[src/rtl/mem_bus_arbiter.sv]
// Two-master arbiter for a single-port memory: M1 (LSU) has fixed priority, M0 (fetch) has a starvation guard.
// One transaction outstanding; grant is combinational in IDLE; optional slave timeout under `ARB_TIMEOUT_EN.
module mem_bus_arbiter #(
    parameter int AW          = 32,
    parameter int DW          = 32,
    parameter int STARVE_MAX  = 4,
    parameter int TIMEOUT_CYC = 64
) (
    input  logic            clk,
    input  logic            rst,
    input  logic            m0_req,
    input  logic [AW-1:0]   m0_addr,
    output logic            m0_gnt,
    output logic            m0_rvalid,
    output logic [DW-1:0]   m0_rdata,
    output logic            m0_err,
    input  logic            m1_req,
    input  logic            m1_we,
    input  logic [AW-1:0]   m1_addr,
    input  logic [DW-1:0]   m1_wdata,
    input  logic [DW/8-1:0] m1_wstrb,
    output logic            m1_gnt,
    output logic            m1_rvalid,
    output logic [DW-1:0]   m1_rdata,
    output logic            m1_err,
    output logic            s_req,
    output logic            s_we,
    output logic [AW-1:0]   s_addr,
    output logic [DW-1:0]   s_wdata,
    output logic [DW/8-1:0] s_wstrb,
    input  logic            s_rvalid,
    input  logic [DW-1:0]   s_rdata
);

    if (STARVE_MAX < 1 || STARVE_MAX > 15 || TIMEOUT_CYC < 2) begin : g_param_check
        $error("mem_bus_arbiter: STARVE_MAX must be 1..15 and TIMEOUT_CYC at least 2");
    end

    typedef enum logic {IDLE = 1'b0, BUSY = 1'b1} state_t;

    state_t     state;
    logic       owner;
    logic [3:0] starve_cnt;

    logic m0_starved;
    logic m1_win;
    logic m0_win;
    logic busy;
    logic tmo;
    logic done;

    assign m0_starved = m0_req && (starve_cnt >= 4'(STARVE_MAX));
    assign m1_win     = !rst && (state == IDLE) && m1_req && !m0_starved;
    assign m0_win     = !rst && (state == IDLE) && m0_req && !m1_win;
    assign busy       = !rst && (state == BUSY);

`ifdef ARB_TIMEOUT_EN
    localparam int TW = $clog2(TIMEOUT_CYC + 1);
    logic [TW-1:0] tmo_cnt;

    // A real response in the expiry cycle wins over the timeout.
    assign tmo = busy && !s_rvalid && (tmo_cnt == TW'(TIMEOUT_CYC - 1));
`else
    assign tmo = 1'b0;
`endif

    assign done = busy && (s_rvalid || tmo);

    always_ff @(posedge clk) begin
        if (rst) begin
            state      <= IDLE;
            owner      <= 1'b0;
            starve_cnt <= 4'd0;
`ifdef ARB_TIMEOUT_EN
            tmo_cnt    <= '0;
`endif
        end else begin
            case (state)
                IDLE: begin
                    if (m1_win || m0_win) begin
                        state <= BUSY;
                        owner <= m1_win;
`ifdef ARB_TIMEOUT_EN
                        tmo_cnt <= '0;
`endif
                    end
                    if (!m0_req || m0_win)
                        starve_cnt <= 4'd0;
                    else if (m1_win && starve_cnt != 4'hF)
                        starve_cnt <= starve_cnt + 4'd1;
                end
                BUSY: begin
                    if (done)
                        state <= IDLE;
`ifdef ARB_TIMEOUT_EN
                    else
                        tmo_cnt <= tmo_cnt + TW'(1);
`endif
                end
                default: state <= IDLE;
            endcase
        end
    end

    assign m0_gnt = m0_win;
    assign m1_gnt = m1_win;
    assign s_req  = m0_win || m1_win;

    // Fetches are always reads, so M0 contributes only its address.
    assign s_we    = m1_win && m1_we;
    assign s_addr  = m1_win ? m1_addr : (m0_win ? m0_addr : '0);
    assign s_wdata = m1_win ? m1_wdata : '0;
    assign s_wstrb = m1_win ? m1_wstrb : '0;

    assign m0_rvalid = done && !owner;
    assign m1_rvalid = done && owner;
    assign m0_rdata  = (m0_rvalid && s_rvalid) ? s_rdata : '0;
    assign m1_rdata  = (m1_rvalid && s_rvalid) ? s_rdata : '0;
    assign m0_err    = m0_rvalid && tmo;
    assign m1_err    = m1_rvalid && tmo;

endmodule

[config.mk]
export PLATFORM = sky130hd
export DESIGN_NAME = mem_bus_arbiter
export DESIGN_NICKNAME = d
export VERILOG_FILES = /design/src/rtl/mem_bus_arbiter.sv
export SDC_FILE = /design/constraint.sdc
export NUM_CORES = 1
export LEC_CHECK = 0
export ABC_AREA = 1
export CAP_MARGIN = 20
export CORE_AREA = 2 2 108 110
export CTS_CLUSTER_DIAMETER = 50
export DETAILED_ROUTE_END_ITERATION = 7
export DIE_AREA = 0 0 110 112
export DONT_BUFFER_PORTS = 1
export MAX_ROUTING_LAYER = met4
export RECOVER_POWER = 50
export SYNTH_ARGS = -nofsm -noshare
export SYNTH_HDL_FRONTEND = slang
export SYNTH_SLANG_ARGS = --single-unit
[constraint.sdc]
create_clock -name clk -period 1.3 [get_ports clk]
set_input_delay 0.13 -clock clk [delete_from_list [all_inputs] [get_ports clk]]
set_output_delay 0.13 -clock clk [all_outputs]
set_load 0.02 [all_outputs]
==> PnR_summary.wiki, run 1 <==
{| class="wikitable"
! Metric !! Value
|-
| Run status || complete, but fails checks
|-
| Failing checks || setup timing
|-
| Period Utilization, post-route || 126%
|-
| Routed wire length || 9.01 mm
|-
| Peak fanout along the critical path || 8
|-
| Final-stage net count || 476
|-
| Post-detailed-placement half-perimeter wirelength || 7.45 mm
|-
| Max-slew violations || 0
|-
| Final worst-path setup slack || -0.343 ns
|-
| Core Box Area || 11,200 um^2
|-
| Pin count of the biggest net entering global routing || 35
|-
| Number of enable flip-flop cells after synthesis || 0
|-
| Routed wire length per instance || 18.8 um
|-
| Slowest stage cell, crit path || dfxtp_2
|-
| Post-synthesis instance area || 1420 um^2
|-
| Max Buffers Root-to-Sink || 2
|-
| Largest delay contributor family on the critical path || buffers and inverters
|-
| Number of H-tree branching levels || 1
|-
| Global-route congestion overflow total || 0
|-
| Critical-path cell list || inv_4 -> nand2_4 -> nor2_4 -> nand2_4 -> inv_6 -> bufbuf_16 -> a22o_4
|-
| Post-synth top area share || 28.9%
|-
| Largest area contributor in the netlist || nor2_1
|-
| Most frequently used cell type in the post-synthesis netlist || nor2_1
|-
| Path depth of the worst reg2reg path || 12
|-
| Maximum Capacitance Violations || 0
|-
| Sinks on the clock net || 6
|-
| Highest metal layer with signal wires || met4
|-
| Asr flop ratio synth || 0%
|-
| Place WS || -0.176 ns
|-
| Number of antenna violations at the first check in global routing || 1
|-
| Via count of the first global-routing pass || 1,985
|-
| Hold endpoint || starve_cnt[0]
|-
| Post-synthesis area per instance || 5.05 um^2
|-
| Residual DRC || 0
|-
| Number of buffers created by CTS || 3
|-
| Cell Pwr Density || 525 nW/um^2
|-
| RSZ-0062 raised after global routing || yes
|-
| Register-to-register path setup slack || -0.15 ns
|-
| Element type at the critical path start || register
|-
| Yosys warning count || 0
|-
| Via total after detailed routing || 2,050
|-
| Vertical die dimension || 112 um
|-
| Combined global-route utilization of all metal layers || 13.9%
|-
| Share of layout cells above drive strength 1 || 65.4%
|-
| Met3 Wirelength || 976 um
|-
| Hold Path Depth || 3
|-
| Main area contributors after synthesis || nor2_1 (29%), inv_1 (20%), a22o_1 (20%)
|-
| Total I/O pin count || 278
|-
| Number of optimization iterations in the first detailed-route pass || 4
|-
| Shortest clock period the worst path allows after layout || 1.64 ns
|-
| Cell repeated most along the worst path || nand2_4
|-
| Class of the tightest hold or removal check || in -> reg
|-
| Critical register-to-register path endpoint || starve_cnt[1]
|-
| Required arrival time at the worst endpoint || 1.17 ns
|-
| Top cells by count, synth || nor2_1 (109), inv_1 (77), a22o_1 (32)
|-
| Unique masters post-synth || 22
|-
| Maximum clock rate || 0.609 GHz
|-
| Final Hold Vio Count || 0
|-
| Worst EP arrival || 1.51 ns
|-
| Count of final setup violators || 141
|-
| Starting density of the core || 12.7%
|-
| Die X || 110 um
|-
| Syn-to-layout area delta || 138%
|-
| Bufs and invs on worst path || 3
|-
| Full die area || 12,300 um^2
|-
| Crit Reg-Reg Startpoint || state
|-
| Worst Setup Path Type || reg -> out
|-
| Post-layout utilization of the core || 30.2%
|-
| Input/output buffers || 0
|-
| Wire length of the first global-routing pass || 12.2 mm
|-
| Number of DRC markers after the initial detailed-route iteration || 34
|-
| Clk Latency, worst-skew pair || 0.23 ns
|-
| Maximum resistive drop on vdd || 0.400 mV
|-
| Sequential share of the synthesized area || 8.49%
|-
| Drt via density || 4.28
|-
| CTS clk-pin slew, worst paths || 0.03 ns
|-
| Tot Pwr || 1.77 mW
|-
| ANT nets after route || 0
|-
| Std-Cell Rows || 39
|-
| Fillers || 1,143
|-
| Startpoint of the tightest hold check path || rst
|-
| Dominant register cell in the synthesized netlist || dfxtp_1
|-
| CTS tree || yes
|-
| Kind of capture point of the worst setup path || output port
|-
| Routability Congestion || 0.816
|-
| Master cell of the clock root buffer || clkbuf_16
|-
| Yosys reg bits || 6
|-
| Slowest cell delay on critical path || 0.34 ns
|-
| Length of routed wiring on met1 || 2.50 mm
|-
| Number of instances in the synthesized netlist || 280
|-
| Setup skew after layout || 0.00156 ns
|-
| Standby leakage power || 1.53 nW
|-
| Sum of met2 wire segment lengths after detailed routing || 5.31 mm
|}
[registers in the layout (all words and copies together) (netlist names)]
name,cells
state,1
owner,1
starve_cnt,4
[worst max path at each step]
stage	startpoint	to	slack, ns	cells past startpoint
6_report	state	s_addr[29]	-0.34	7
5_1_grt	state	s_addr[2]	-0.40	8
4_1_cts	state	m1_rdata[19]	-0.32	8
3_5_place_dp	starve_cnt[2]	s_addr[1]	-0.18	6
3_3_place_gp	starve_cnt[2]	s_addr[1]	-0.12	6
2_1_floorplan	state	s_addr[22]	-0.04	8
[cells by family after synthesis]
family / share of synthesized area, %
DFF: 8.49
AOI/OAI and AO/OA: 21.6
other: 0.265
and+or+nand+nor: 38.6
buffers and inverters: 30.2
adders and majority gates: 0.884
[through the flow]
| step | cells | instance area [um^2] | hold WS (ns) | setup TNS, ns |
|---|---|---|---|---|
| finish | 479 | 3370 | 0.0917 | -30.07 |
| global route | 479 | 3370 | 0.106 | -40.78 |
| detailed placement | 453 | 2670 | 0.197 | -4.19 |
| floorplan | 281 | 2250 | 0.192 | -1.07 |
| global placement | 453 | 2670 | 0.196 | -2.51 |
| CTS | 477 | 3280 | 0.0859 | -30.49 |
[cell usage in the layout, fill, tap and decap left out, types with 4 or more instances in the layout]
| cell type | synthesis | routed |
|---|---|---|
| buf_16 | 0 | 5 |
| a22o_2 | 0 | 12 |
| nor2_1 | 109 | 15 |
| inv_2 | 7 | 4 |
| nand2_1 | 10 | 7 |
| dfxtp_1 | 6 | 5 |
| inv_1 | 77 | 75 |
| nand3_1 | 6 | 4 |
| buf_12 | 0 | 9 |
| nor2_4 | 1 | 95 |
| a22o_4 | 0 | 18 |
| buf_4 | 2 | 30 |
| buf_6 | 3 | 23 |
[layout make-up]
| type | count | area, um^2 | area share, % |
|---|---|---|---|
| multi-input cells | 173 | 1810 | 53.5 |
| flip-flops and latches | 6 | 121 | 3.60 |
| clock buffers | 3 | 75.1 | 2.23 |
| diodes | 1 | 2.50 | 0.0742 |
| inverters | 84 | 344 | 10.2 |
| repair buffers | 69 | 845 | 25.0 |
| well taps | 143 | 179 | 5.31 |
[worst reg2reg max path: cells and delay by family, from the launching register on]
kind	cells	cell delay [ns]
buffers and inverters	3	0.27
AND/OR/NAND/NOR	9	0.75
flip-flops	1	0.32
[report_power, final]
part | total, mW | switching (mW) | internal, mW
Clock | 0.494 | 0.0996 | 0.394
Sequential | 0.209 | 0.0106 | 0.198
Combinational | 1.07 | 0.662 | 0.405
Total | 1.77 | 0.772 | 0.998
[layer usage]
metal	global-route usage (%)	up-vias
met2	28.0	159
met3	4.45	9
met5	-	-
li1	-	935
met1	11.7	947
met4	3.46	0
[what timing repair did]
action / 4_1_cts / 5_1_grt
setup endpoints to repair: 141 / 142
setup buffers: 15 / 4
gates resized for setup: 73 / 22
pin swaps: 20 / 20
cloned: 5 / 0
hold buffers: 1 / 0
hold endpoints to repair: 3 / 0
No activity file was read; power rests on OpenSTA's default activity.
==> inputs of run 2 (changes only) <==
==> config.mk (replaced) <==
export PLATFORM = sky130hd
export DESIGN_NAME = mem_bus_arbiter
export DESIGN_NICKNAME = d
export VERILOG_FILES = /design/src/rtl/mem_bus_arbiter.sv
export SDC_FILE = /design/constraint.sdc
export NUM_CORES = 1
export LEC_CHECK = 0
export ABC_AREA = 0
export CAP_MARGIN = 20
export CORE_AREA = 2 2 109 111
export CTS_CLUSTER_DIAMETER = 50
export DETAILED_ROUTE_END_ITERATION = 7
export DIE_AREA = 0 0 111 113
export DONT_BUFFER_PORTS = 1
export MAX_ROUTING_LAYER = met4
export RECOVER_POWER = 50
export SETUP_SLACK_MARGIN = 0.15
export SYNTH_ARGS = -nofsm -noshare
export SYNTH_HDL_FRONTEND = slang
export SYNTH_SLANG_ARGS = --single-unit
==> run 2 against run 1 <==
Combinational power decreased by 37%. Critical path type unchanged. Largest cell class unchanged. The run still ends with setup timing left. Register-to-register slack improved by 0.23 ns. First-iteration DRC count increased by 24%. Power decreased by 23%. Sequential cell count unchanged. Global-route usage decreased by 3.2 points. Worst hold slack got worse by 0.038 ns. Setup slack got worse by 0.037 ns. Synthesized cell count decreased by 33%. Design area decreased by 24%.
==> PnR_summary.wiki, run 2 <==
{| class="wikitable"
! Metric !! Value
|-
| Dominant register cell in the synthesized netlist || dfxtp_1
|-
| Sinks on the clock net || 6
|-
| Die X || 111 um
|-
| Crit Reg-Reg Startpoint || state
|-
| Vertical die dimension || 113 um
|-
| Required arrival time at the worst endpoint || 1.17 ns
|-
| Number of buffers created by CTS || 3
|-
| Number of instances in the synthesized netlist || 188
|-
| Critical-path cell list || nor3b_4 -> and3b_2 -> buf_12 -> buf_12 -> a22o_4
|-
| Count of final setup violators || 137
|-
| Path depth of the worst reg2reg path || 4
|-
| Largest area contributor in the netlist || and2_1
|-
| Via count of the first global-routing pass || 1,667
|-
| Unique masters post-synth || 24
|-
| Final worst-path setup slack || -0.379 ns
|-
| ANT nets after route || 0
|-
| Post-layout utilization of the core || 22.8%
|-
| Routed wire length per instance || 21.3 um
|-
| Maximum clock rate || 0.595 GHz
|-
| Kind of capture point of the worst setup path || output port
|-
| Asr flop ratio synth || 0%
|-
| Period Utilization, post-route || 129%
|-
| Class of the tightest hold or removal check || in -> reg
|-
| Main area contributors after synthesis || and2_1 (47%), a22o_1 (21%), dfxtp_1 (9.0%)
|-
| Via total after detailed routing || 1,612
|-
| Cell Pwr Density || 532 nW/um^2
|-
| Max FFs per register || 4
|-
| Pin count of the biggest net entering global routing || 24
|-
| CTS tree || yes
|-
| Full die area || 12,500 um^2
|-
| Commonest non-fill, non-tap cell in the layout || and2_4
|-
| Register-to-register path setup slack || 0.08 ns
|-
| Top cells by count, synth || and2_1 (101), a22o_1 (32), buf_2 (8)
|-
| Max Buffers Root-to-Sink || 2
|-
| Peak fanout along the critical path || 16
|-
| Drt via density || 4.61
|-
| Inserted Diodes || 0
|-
| Post-place instance area || 1960 um^2
|-
| Largest delay contributor family on the critical path || simple AND/OR/NAND/NOR gates
|-
| Share of layout cells above drive strength 1 || 85.5%
|-
| Final Hold Vio Count || 0
|-
| Residual DRC || 0
|-
| Wire length of the first global-routing pass || 9.71 mm
|-
| Post-synthesis instance area || 1340 um^2
|-
| CTS clk-pin slew, worst paths || 0.03 ns
|-
| Post-detailed-placement half-perimeter wirelength || 5.56 mm
|-
| Number of H-tree branching levels || 1
|-
| Mux cell area share after synthesis || 0%
|-
| Number of antenna violations at the first check in global routing || 0
|-
| Slowest cell delay on critical path || 0.33 ns
|-
| Yosys reg bits || 6
|-
| Clk Latency, worst-skew pair || 0.23 ns
|-
| Setup skew after layout || 0.00132 ns
|-
| Fillers || 1,194
|-
| Bufs and invs on worst path || 2
|-
| Combined global-route utilization of all metal layers || 10.6%
|-
| Max-slew violations || 0
|-
| Master cell of the clock root buffer || clkbuf_16
|-
| Number of enable flip-flop cells after synthesis || 0
|-
| Number of optimization iterations in the first detailed-route pass || 4
|-
| Worst setup endpoint || s_addr[29]
|-
| Worst Setup Path Type || reg -> out
|-
| Most frequently used cell type in the post-synthesis netlist || and2_1
|-
| Failing checks || setup timing
|-
| Run status || complete, but fails checks
|-
| Critical register-to-register path endpoint || owner
|-
| Post-Synth Simple-Gate Area || 55.7%
|-
| Yosys warning count || 0
|-
| Cell repeated most along the worst path || buf_12
|-
| WHS || 0.0536 ns
|-
| Launching element of the worst setup path || starve_cnt[3]
|-
| Stages on the worst setup path || 5
|-
| Largest regs || starve_cnt: 4 flops, owner: 1 flops, state: 1 flops
|-
| Register containing the most flip-flops in the final layout || starve_cnt
|-
| Maximum Capacitance Violations || 0
|-
| Total I/O pin count || 278
|-
| RSZ-0062 raised after global routing || yes
|-
| Shortest clock period the worst path allows after layout || 1.68 ns
|-
| Tot Pwr || 1.37 mW
|-
| Post-synth top area share || 47.1%
|-
| Summed area of non-filler cells in the final layout || 2570 um^2
|-
| Input/output buffers || 0
|-
| Routed wire length || 7.45 mm
|-
| Global-route congestion overflow total || 0
|-
| Worst EP arrival || 1.55 ns
|-
| Final-stage net count || 348
|-
| Number of DRC markers after the initial detailed-route iteration || 42
|-
| Main combinational cell family by area after synthesis || simple AND/OR/NAND/NOR gates
|-
| Post-synthesis area per instance || 7.13 um^2
|-
| Standby leakage power || 1.14 nW
|-
| Slowest stage cell, crit path || dfxtp_2
|-
| XOR/XNOR share of the synthesized area || 0%
|-
| Sequential share of the synthesized area || 8.96%
|-
| Commonest cells after routing, fill and taps aside || and2_4 (101), a22o_4 (24), buf_12 (9), buf_16 (7), buf_4 (7)
|-
| Syn-to-layout area delta || 92.0%
|-
| Routability Congestion || 0.872
|-
| Starting density of the core || 11.9%
|-
| Synthesized-area fraction occupied by ao, oa, aoi and oai cells || 24.1%
|-
| Element type at the critical path start || register
|-
| Std-Cell Rows || 39
|-
| Area share of fa/ha/maj cells after synthesis || 0.933%
|-
| Maximum resistive drop on vdd || 0.305 mV
|-
| Core Box Area || 11,300 um^2
|}
-- run 2: changes by cell type after synthesis, moves of 4 or more --
cell and delta:
and2_1 +101, buf_2 -4, clkbuf_1 +5, inv_1 -76, inv_2 -6, nand2_1 -7, nand3_1 -4, nor2_1 -106
-- run 2: kinds of logic (layout without fill, tap and decap cells) --
family / Yosys count / in the layout
buffers and inverters: 23 / 41
AND/OR/NAND/NOR: 117 / 117
flip-flops: 6 / 6
AO/OA/AOI/OAI: 40 / 40
other: 1 / 2
adder cells (fa/ha/maj): 1 / 1
-- run 2: worst min-delay path by stage --
stage                       from       endpoint  slack [ns]  cells after the start
after floorplan           m0_req  starve_cnt[0]        0.28                      2
after global placement       rst          state        0.20                      1
after detailed placement     rst          state        0.20                      1
after CTS                 m0_req  starve_cnt[0]        0.06                      2
after global routing      m0_req  starve_cnt[2]        0.07                      2
final                     m0_req  starve_cnt[0]        0.05                      2
-- run 2: final cells by class --
| class | instances | area, um^2 | area share, % |
|---|---|---|---|
| flip-flops and latches | 6 | 125 | 4.86 |
| repair buffers | 36 | 602 | 23.4 |
| inverters | 2 | 12.5 | 0.486 |
| well taps | 143 | 179 | 6.95 |
| clock buffers | 3 | 75.1 | 2.92 |
| multi-input cells | 160 | 1580 | 61.4 |
-- run 2: power by group --
part,total (mW),internal (mW),switching (mW)
registers,0.195,0.190,0.00527
clock network,0.501,0.395,0.106
logic,0.674,0.322,0.352
-- run 2: routing by layer --
metal / GRT usage, % / wire length (um) / vias up
met2: 21.7 / 4380 / 171
met4: 5.92 / 277 / 0
met5: - / 0 / -
met3: 2.41 / 756 / 17
li1: - / - / 670
met1: 8.69 / 2040 / 754
-- run 2: what timing repair did --
action                                  CTS  global route
hold buffers                              1             0
gates resized for setup                  85            15
pin swaps                                23            30
cloned                                    8             1
hold endpoints to repair                  5             0
buffers inserted                          8             2
endpoints found under the setup margin  138           139
-- run 2: stage by stage --
stage,cells,setup TNS [ns],worst slack [ns]
6_report,350,-41.32,-0.379
3_3_place_gp,327,-1.11,-0.118
4_1_cts,347,-32.76,-0.382
2_1_floorplan,189,-2.03,-0.0753
5_1_grt,350,-50.39,-0.436
3_5_place_dp,327,-2.48,-0.142
==> inputs of run 3 (changes only) <==
--- a/config.mk
+++ b/config.mk
@@ -13,6 +13,7 @@
 export DIE_AREA = 0 0 111 113
 export DONT_BUFFER_PORTS = 1
 export MAX_ROUTING_LAYER = met4
+export PLACE_DENSITY = 0.3
 export RECOVER_POWER = 50
 export SETUP_SLACK_MARGIN = 0.15
 export SYNTH_ARGS = -nofsm -noshare
==> run 3 against run 2 <==
The flow still finishes with violations (setup timing). Power increased by 0.54%. Design area decreased by 0.24%. Critical path depth decreased by 1. Sequential power about the same. Clock skew about the same. Utilization decreased by 0.055 points. Via count decreased by 4.5%. Sequential cell count unchanged. Critical endpoint is now s_addr[9]. Largest cell class unchanged.
==> PnR_summary.wiki, run 3 (synthesis results as in run 2) <==
{| class="wikitable"
! Metric !! Value
|-
| Worst EP arrival || 1.47 ns
|-
| Syn-to-layout area delta || 91.5%
|-
| Slowest stage cell, crit path || dfxtp_2
|-
| Residual DRC || 0
|-
| Worst Setup Path Type || reg -> out
|-
| Post-detailed-placement half-perimeter wirelength || 5.44 mm
|-
| Proportion of total power due to net switching || 33.4%
|-
| Total I/O pin count || 278
|-
| Max Buffers Root-to-Sink || 2
|-
| Std-Cell Rows || 39
|-
| Wire length of the first global-routing pass || 9.13 mm
|-
| Final Hold Vio Count || 0
|-
| Pin count of the biggest net entering global routing || 32
|-
| Largest delay contributor family on the critical path || simple AND/OR/NAND/NOR gates
|-
| Final worst-path setup slack || -0.298 ns
|-
| Number of antenna violations at the first check in global routing || 0
|-
| Starting density of the core || 11.9%
|-
| Period Utilization, post-route || 123%
|-
| RSZ-0062 raised after global routing || yes
|-
| Via count of the first global-routing pass || 1,464
|-
| Number of H-tree branching levels || 1
|-
| Required arrival time at the worst endpoint || 1.17 ns
|-
| Maximum clock rate || 0.626 GHz
|-
| Full die area || 12,500 um^2
|-
| CTS tree || yes
|-
| Register containing the most flip-flops in the final layout || starve_cnt
|-
| Share of layout cells above drive strength 1 || 86.3%
|-
| Path depth of the worst reg2reg path || 9
|-
| Inst Count DP || 328
|-
| Commonest non-fill, non-tap cell in the layout || and2_4
|-
| Standby leakage power || 1.16 nW
|-
| Sinks on the clock net || 6
|-
| Clk Latency, worst-skew pair || 0.22 ns
|-
| Core Box Area || 11,300 um^2
|-
| Stages on the worst setup path || 4
|-
| Count of final setup violators || 138
|-
| Kind of capture point of the worst setup path || output port
|-
| Max-slew violations || 0
|-
| Post-layout utilization of the core || 22.8%
|-
| Sequential fraction of design power || 14.2%
|-
| Global-route congestion overflow total || 0
|-
| Reported net switching power || 0.460 mW
|-
| Input/output buffers || 0
|-
| Number of buffers created by CTS || 3
|-
| Maximum resistive drop on vdd || 0.336 mV
|-
| Number of standard cells in the final layout excluding fillers || 355
|-
| Tot Pwr || 1.38 mW
|-
| Combined global-route utilization of all metal layers || 9.75%
|-
| Routed wire length per instance || 20.5 um
|-
| Combinational power share || 50.1%
|-
| ANT nets after route || 0
|-
| Drt via density || 4.34
|-
| Peak fanout along the critical path || 31
|-
| Slowest cell delay on critical path || 0.33 ns
|-
| Shortest clock period the worst path allows after layout || 1.60 ns
|-
| Number of optimization iterations in the first detailed-route pass || 4
|-
| Setup skew after layout || 0.00118 ns
|-
| Pint || 0.917 mW
|-
| Final-stage net count || 353
|-
| Run status || complete, but fails checks
|-
| Routed wire length || 7.28 mm
|-
| Proportion of power drawn by the clock network || 35.7%
|-
| Inserted Diodes || 0
|-
| Maximum Capacitance Violations || 0
|-
| Vertical die dimension || 113 um
|-
| Bufs and invs on worst path || 1
|-
| Largest regs || starve_cnt: 4 flops, owner: 1 flops, state: 1 flops
|-
| Via total after detailed routing || 1,540
|-
| Hold Path Depth || 2
|-
| Failing checks || setup timing
|-
| CTS clk-pin slew, worst paths || 0.03 ns
|-
| Routability Congestion || 0.743
|-
| Number of DRC markers after the initial detailed-route iteration || 56
|-
| Critical-path cell list || nor3b_4 -> and3b_2 -> buf_12 -> a22o_2
|-
| TNS Setup || -34.21 ns
|-
| Commonest cells after routing, fill and taps aside || and2_4 (101), a22o_4 (26), buf_4 (14), buf_12 (8), clkbuf_16 (7)
|-
| Element type at the critical path start || register
|-
| Cell Pwr Density || 536 nW/um^2
|-
| Max FFs per register || 4
|-
| Master cell of the clock root buffer || clkbuf_16
|-
| Die X || 111 um
|-
| Class of the tightest hold or removal check || in -> reg
|}
[run 3: changes by cell type in the layout (fill, tap and decap cells not counted), moves of 2 or more]
cell / delta
a22o_4: +2
a22o_2: -2
buf_4: +7
dfxtp_2: +2
buf_16: -4
clkbuf_16: +3
[run 3: repair_timing]
action                     in CTS  in global routing
hold buffers                    1                  0
pin swaps                      52                 10
setup endpoints to repair     138                138
cloned                          4                  4
resized for setup              83                  7
buffers inserted               12                  3
hold endpoints to repair        5                  0
[run 3: layer usage]
| metal | up-vias | global-route usage [%] | routed length, um |
|---|---|---|---|
| li1 | 679 | - | - |
| met5 | - | - | 0 |
| met2 | 123 | 19.3 | 4230 |
| met1 | 734 | 9.62 | 2390 |
| met3 | 4 | 2.09 | 589 |
| met4 | 0 | 2.58 | 72 |
[run 3: cell type report]
cell class | count | area (um^2)
Tap cell | 143 | 179
Fill cell | 1198 | 8700
Sequential cell | 6 | 124
Multi-Input combinational cell | 160 | 1590
Timing Repair Buffer | 41 | 596
Inverter | 2 | 10.0
Clock buffer | 3 | 75.1
[run 3: power groups by stage]
stage	combinational (mW)	sequential, mW	clock [mW]
after floorplan	0.508	0.198	0
after global routing	0.719	0.197	0.515
after global placement	0.588	0.198	0
final	0.690	0.196	0.491
after detailed placement	0.587	0.198	0
after CTS	0.674	0.196	0.502
[run 3: final timing paths]
check | from | end | slack, ns
worst min register to register | starve_cnt[1] | starve_cnt[1] | 0.46
worst min-delay path | m0_req | starve_cnt[0] | 0.06
worst max-delay path | starve_cnt[3] | s_addr[9] | -0.30
worst max register to register | starve_cnt[2] | owner | -0.23
[run 3: stage by stage]
step	cell area (um^2)	setup WS [ns]	hold WS, ns
after global routing	2570	-0.339	0.0785
after global placement	2010	-0.0933	0.195
after CTS	2430	-0.301	0.0601
after floorplan	1800	-0.0753	0.277
after detailed placement	2010	-0.0862	0.196
final	2570	-0.298	0.0592
